File: src/rtl/axi_read_master.sv
// axi_read_master: single-outstanding AXI3 read initiator.
// Takes one burst command from a local client, drives the AR channel,
// collects R beats (checking ID, response and beat count) and hands every
// beat to the client through a one-entry registered output stage.
// Optional build macro AXI_RM_TIMEOUT_EN adds a watchdog that aborts a
// stalled transaction after TimeoutCycles cycles without a handshake.
module axi_read_master #(
  parameter int BusWidth      = 32,
  parameter int TagBits       = 4,
  parameter int TimeoutCycles = 256
) (
  input  logic                ACLK,
  input  logic                ARESETn,
  // client command
  input  logic                cmd_valid,
  output logic                cmd_ready,
  input  logic [TagBits-1:0]  cmd_id,
  input  logic [BusWidth-1:0] cmd_addr,
  input  logic [3:0]          cmd_len,
  input  logic [1:0]          cmd_size,
  input  logic [1:0]          cmd_burst,
  // client read data
  output logic [BusWidth-1:0] rd_data,
  output logic [1:0]          rd_resp,
  output logic                rd_last,
  output logic                rd_valid,
  input  logic                rd_ready,
  output logic                busy,
  output logic                err,
  // AR channel
  output logic [TagBits-1:0]  ARID,
  output logic [BusWidth-1:0] ARADDR,
  output logic [3:0]          ARLEN,
  output logic [1:0]          ARSIZE,
  output logic [1:0]          ARBURST,
  output logic [1:0]          ARLOCK,
  output logic [3:0]          ARCACHE,
  output logic [2:0]          ARPROT,
  output logic                ARVALID,
  input  logic                ARREADY,
  // R channel
  input  logic [TagBits-1:0]  RID,
  input  logic [BusWidth-1:0] RDATA,
  input  logic [1:0]          RESP,
  input  logic                RLAST,
  input  logic                RVALID,
  output logic                RREADY
);

  typedef enum logic [1:0] {IDLE, ADDR, DATA, DRAIN} state_t;

  state_t     state;
  logic [3:0] cnt;     // beats still expected after the current one
  logic       ar_hs;
  logic       r_hs;
  logic       timeout;

  assign cmd_ready = (state == IDLE);
  assign busy      = (state != IDLE);
  // Take a new beat only when the output slot is empty or emptying this cycle.
  assign RREADY    = (state == DATA) && (!rd_valid || rd_ready);
  assign ARLOCK    = 2'b00;
  assign ARCACHE   = 4'b0000;
  assign ARPROT    = 3'b000;
  assign ar_hs     = ARVALID && ARREADY;
  assign r_hs      = RVALID && RREADY;

`ifdef AXI_RM_TIMEOUT_EN
  localparam int WdW = $clog2(TimeoutCycles + 1);
  logic [WdW-1:0] wdog;

  // Watchdog fires on the TimeoutCycles-th consecutive cycle without a handshake.
  assign timeout = ((state == ADDR) || (state == DATA)) && !ar_hs && !r_hs &&
                   (wdog == WdW'(TimeoutCycles - 1));

  // Watchdog counter: cleared by any AR/R handshake or outside ADDR/DATA.
  always_ff @(posedge ACLK or negedge ARESETn) begin
    if (!ARESETn) begin
      wdog <= '0;
    end else if (((state == ADDR) || (state == DATA)) && !timeout) begin
      if (ar_hs || r_hs) wdog <= '0;
      else               wdog <= wdog + WdW'(1);
    end else begin
      wdog <= '0;
    end
  end
`else
  // Without the watchdog the block waits indefinitely; the limit is unused.
  logic unused_timeout_cfg;
  assign unused_timeout_cfg = ^TimeoutCycles;
  assign timeout = 1'b0;
`endif

  // Main FSM with AR registers, beat counter, error flag and output stage.
  always_ff @(posedge ACLK or negedge ARESETn) begin
    if (!ARESETn) begin
      state    <= IDLE;
      ARID     <= '0;
      ARADDR   <= '0;
      ARLEN    <= '0;
      ARSIZE   <= '0;
      ARBURST  <= '0;
      ARVALID  <= 1'b0;
      cnt      <= '0;
      err      <= 1'b0;
      rd_data  <= '0;
      rd_resp  <= '0;
      rd_last  <= 1'b0;
      rd_valid <= 1'b0;
    end else begin
      // Output slot empties on a client handshake unless refilled below.
      if (rd_valid && rd_ready) rd_valid <= 1'b0;

      case (state)
        IDLE: begin
          if (cmd_valid) begin
            ARID    <= cmd_id;
            ARADDR  <= cmd_addr;
            ARLEN   <= cmd_len;
            ARSIZE  <= cmd_size;
            ARBURST <= cmd_burst;
            cnt     <= cmd_len;
            err     <= 1'b0;
            // An illegal size never reaches the bus.
            ARVALID <= (cmd_size != 2'b11);
            state   <= ADDR;
          end
        end

        ADDR: begin
          if (ARSIZE == 2'b11) begin
            err   <= 1'b1;
            state <= IDLE;
          end else if (ARREADY) begin
            ARVALID <= 1'b0;
            state   <= DATA;
          end
        end

        DATA: begin
          if (r_hs) begin
            rd_data  <= RDATA;
            rd_resp  <= RESP;
            rd_valid <= 1'b1;
            if ((RID != ARID) || (RESP != 2'b00)) err <= 1'b1;
            if (cnt == 4'd0) begin
              // Expected final beat; a missing RLAST is flagged and forced.
              rd_last <= 1'b1;
              state   <= DRAIN;
              if (!RLAST) err <= 1'b1;
            end else if (RLAST) begin
              // Early last terminates the burst.
              rd_last <= 1'b1;
              err     <= 1'b1;
              state   <= DRAIN;
            end else begin
              rd_last <= 1'b0;
              cnt     <= cnt - 4'd1;
            end
          end
        end

        DRAIN: begin
          if (!rd_valid || rd_ready) state <= IDLE;
        end

        default: state <= IDLE;
      endcase

      // Watchdog abort overrides the normal transitions.
      if (timeout) begin
        err     <= 1'b1;
        ARVALID <= 1'b0;
        state   <= DRAIN;
        if (!rd_valid || rd_ready) begin
          rd_valid <= 1'b1;
          rd_last  <= 1'b1;
          rd_resp  <= 2'b10;
          rd_data  <= '0;
        end
      end
    end
  end

endmodule
File: config.mk
export PLATFORM = sky130hd
export DESIGN_NAME = axi_read_master
export DESIGN_NICKNAME = d
export VERILOG_FILES = /design/src/rtl/axi_read_master.sv
export SDC_FILE = /design/constraint.sdc
export NUM_CORES = 1
export LEC_CHECK = 0
export ABC_CLOCK_PERIOD_IN_PS = 2000
export CAP_MARGIN = 20
export CORE_ASPECT_RATIO = 0.6
export CORE_MARGIN = 5
export CORE_UTILIZATION = 25
export CTS_CLUSTER_DIAMETER = 120
export DETAILED_ROUTE_END_ITERATION = 8
export GPL_TIMING_DRIVEN = 0
export PLACE_DENSITY = 0.62
export SETUP_SLACK_MARGIN = 0.4
export SLEW_MARGIN = 30
export SYNTH_ARGS = -nofsm -noshare
export SYNTH_HDL_FRONTEND = slang
export SYNTH_SLANG_ARGS = --single-unit
File: constraint.sdc
create_clock -name ACLK -period 2 [get_ports ACLK]
set_input_delay 0.3 -clock ACLK [delete_from_list [all_inputs] [get_ports ACLK]]
set_output_delay 0.3 -clock ACLK [all_outputs]
set_load 0.005 [all_outputs]
==> results by stage <==
Synthesis:
- Sorting the synthesized cells by how often they occur yields dfrtp_1 (88), mux2_2 (79), buf_4 (9).
- The count of flip-flops with a built-in enable after synthesis is 0.
- The count of cell types in the netlist is 33.
- dfrtp_1 is the most common cell in the netlist.
- The most area-hungry cell type in the Yosys netlist is dfrtp_1.
- Counting flops and latches in the post-synthesis netlist gives 88.
- In the synthesized netlist the dominant register cell turns out to be dfrtp_1.
- Of the post-synthesis cell area, the dominant cell type holds 0.596.
- The Yosys step of the flow raised 0 warnings.
- The mapped netlist covers 0.00369 sq mm.
- Counting flops with an async set or reset pin after synthesis yields a share of 1.00.
- After synthesis, the mean cell area works out to 14.5 sq um.
- Synthesis produced 254 cells.
- By area the synthesized netlist is led by dfrtp_1 (60%), mux2_2 (24%), ha_1 (2.4%).
- For this run, the register share of the synthesized area comes to 0.596.

Detailed routing:
- The final route contains 2854 vias.
- The number of search-and-repair iterations in the first detailed-routing pass is 4.
- The ratio of routed vias to standard cells is 4.18.
- The average routed wire per standard cell is 16.2 microns.
- After detailed routing, the total wire length is 11.1 mm.
- The final routed DRC violation total is 0.
- The number of nets with antenna violations after detailed routing is 0.
- After the first detailed-routing iteration, the DRC count stood at 80.

Floorplanning:
- The core area is 0.0145 sq mm.
- The die extent in y is 104 microns.
- The number of top-level design ports is 183.
- The starting density of the core is 0.255.
- The horizontal die dimension is 167 microns.
- The area of the die is 0.0174 sq mm.
- The number of rows created at floorplan is 34.

Layout:
- After the last flow step, the layout net total stands at 576.
- In the final layout, the share of cells above drive strength 1 is 0.362.
- At the end of the flow the core is filled with cells to 0.465.
- The total inserted antenna cells is 0.
- After filler insertion, the fill cell instance count of the layout stands at 1296.
- Relative to the synthesized area, the layout overhead comes to 82.3%.

GRT:
- The first global-routing pass estimated 17.1 mm of wire.
- The number of global-route vias before repair is 3096.
- Entering global routing, the biggest net connects 57 pins.
- In the global route stage, overall resource usage came out at 0.123.
- The initial antenna violation count is 0.
- For this run the aggregate overflow at the end of global routing stands at 0.

STA:
- Based on the critical path, the design can be clocked at up to 534 MHz.
- Setup violations remaining at the end of the flow were counted as 0.
- The time the worst path needs with I/O delays and setup is 1.87 ns.
- The number of pins exceeding their max-slew limit in the final report is 0.
- The final hold violation count is 0.
- Between clock sinks in the finished design, the worst skew comes to 0.00391 ns.
- In the finished design, the share of the clock period the worst path needs comes to 0.935.
- Setup repair after global routing could not meet its margin everywhere.
- Setup total negative slack on the finished layout was measured at 0 ns.

Worst setup path:
- Along the worst path, the maximum fanout reaches 3.
- The critical path endpoint category is a flip-flop.
- The worst setup path is launched from a flip-flop.
- The required time reported for the critical path endpoint is 2.22 ns.
- For the worst setup path, the data arrival time is 2.09 ns.
- The critical path class is reg2reg.

Job:
- Max-cap violations in this run came to 0.

Run status:
- The flow ran to the end, and the final reports show no timing, DRC or antenna violations.

Clock network:
- Clock tree synthesis inserted a total of 9 buffers.
- The clock insertion delay at the later pin of the skew report is 0.33 ns.
- The H-tree depth is 3.
- The clock sink count is 88.
- No sink is reached through more buffers than the 2 on the longest clock path.
- Clock-pin slew was measured on the worst setup and hold paths at 0.06 ns.
- The CTS tree is yes.
- The tree is rooted in a clkbuf_16.

Pwr:
- The power per standard cell area is 1460 mW/mm^2.
- The maximum resistive drop on vdd is 0.553 mV.
- The analysis attributes to cell leakage a power of 2.91 nW.

Worst hold path:
- The class of the worst hold path is in2async.

Placed design:
- The placer's final routability congestion estimate is 0.759.
- Detailed placement ended at an HPWL of 7.73 mm.
- Port buffering added 173 buffers.
## per-stage QoR
| step | instance area, sq um | setup WS [ns] | total power (W) | instances | hold slack, ns |
|---|---|---|---|---|---|
| 2_1_floorplan | 3780 | 0.220 | 0.00489 | 262 | 0.00441 |
| 3_3_place_gp | 5760 | -3.10 | 0.00722 | 633 | 0.488 |
| 3_5_place_dp | 5790 | -0.163 | 0.00732 | 634 | 0.221 |
| 6_report | 6730 | 0.129 | 0.00980 | 682 | 0.418 |
| 5_1_grt | 6730 | 0.0659 | 0.0104 | 682 | 0.448 |
| 4_1_cts | 6530 | 0.0892 | 0.00960 | 674 | 0.417 |
## layer usage
| metal | GRT usage | part of all wire |
|---|---|---|
| met4 | 0.0245 | 0.0062 |
| met1 | 0.153 | 0.45 |
| met2 | 0.188 | 0.44 |
| met3 | 0.0665 | 0.11 |
| met5 | 0 | 0 |
## report_power, final
group	internal, W	switching (W)
combinational	0.00339	0.00155
clock	0.000903	0.000697
sequential	0.00269	0.000559
## worst paths after layout
check | start | end | slack [ns] | cells past startpoint
max | state[0]$_DFFE_PN0P_ | flip-flop | 0.13 | 7
min | ARESETn | ARVALID$_DFFE_PN0P_ | 0.42 | 2
max reg2reg | state[0]$_DFFE_PN0P_ | flip-flop | 0.13 | 7
min reg2reg | ARADDR[0]$_DFFE_PN0P_ | ARADDR[0]$_DFFE_PN0P_ | 0.50 | 1
max in group asynchronous | ARESETn | rd_resp[0]$_DFFE_PN0P_ | 0.97 | 3
min in group ACLK | ARADDR[0]$_DFFE_PN0P_ | ARADDR[0]$_DFFE_PN0P_ | 0.50 | 1
## cells in the final DEF (no fill, tap or decap), types with 4 or more instances in the layout
cell,count
mux2_2,44
a211o_1,4
nand2_1,4
xor2_1,4
nor3_1,4
buf_16,5
mux2_4,35
inv_1,5
buf_6,10
buf_4,26
clkbuf_16,9
conb_1,9
buf_8,8
dfrtp_1,85
clkinvlp_4,4
clkdlybuf4s50_1,166
## kinds of logic (layout without fill, tap and decap cells)
group	after synthesis	after routing	synth area share
and+or+nand+nor	22	22	0.0342
buffers and inverters	28	250	0.0434
adders and majority gates	7	7	0.0237
AOI/OAI and AO/OA	24	24	0.0485
xor gates and xnor gates	5	5	0.0119
other	1	9	0.00102
DFF	88	88	0.596
muxes	79	79	0.241
## state kept, by name, summed over array words and instances (netlist names), named ones only
register  cells
ARBURST       2
ARADDR       32
ARSIZE        2
ARLEN         4
cnt           4
state         1
rd_data      32
err           1
ARID          4
rd_resp       2
rd_last       1
ARVALID       1
rd_valid      1
## area by class of cell
cell class,count,area (sq um),share of cell area
well taps,198,248,0.0368
plain buffers,20,214,0.0318
inverters,8,35.0,0.00520
flip-flops and latches,88,2210,0.328
multi-input cells,146,1600,0.238
clock inverters,4,30.0,0.00446
repair buffers,207,2140,0.318
clock buffers,11,253,0.0375
## critical path: stages (launching register included)
cell and delay (ns):
dfrtp_2 0.44, buf_6 0.14, ha_4 0.15, a21boi_4 0.14, o2bb2ai_2 0.12, a211o_1 0.25, a211oi_2 0.20, mux2_4 0.32
## repair_timing
action / CTS / global route
pin swaps: 5 / 6
gates cloned: 4 / 0
gates resized for setup: 59 / 48
hold endpoints to repair: 32 / 0
setup buffers: 20 / 8
setup endpoints to repair: 91 / 61
hold buffers: 1 / 0
(Power assumes the default switching activity.)
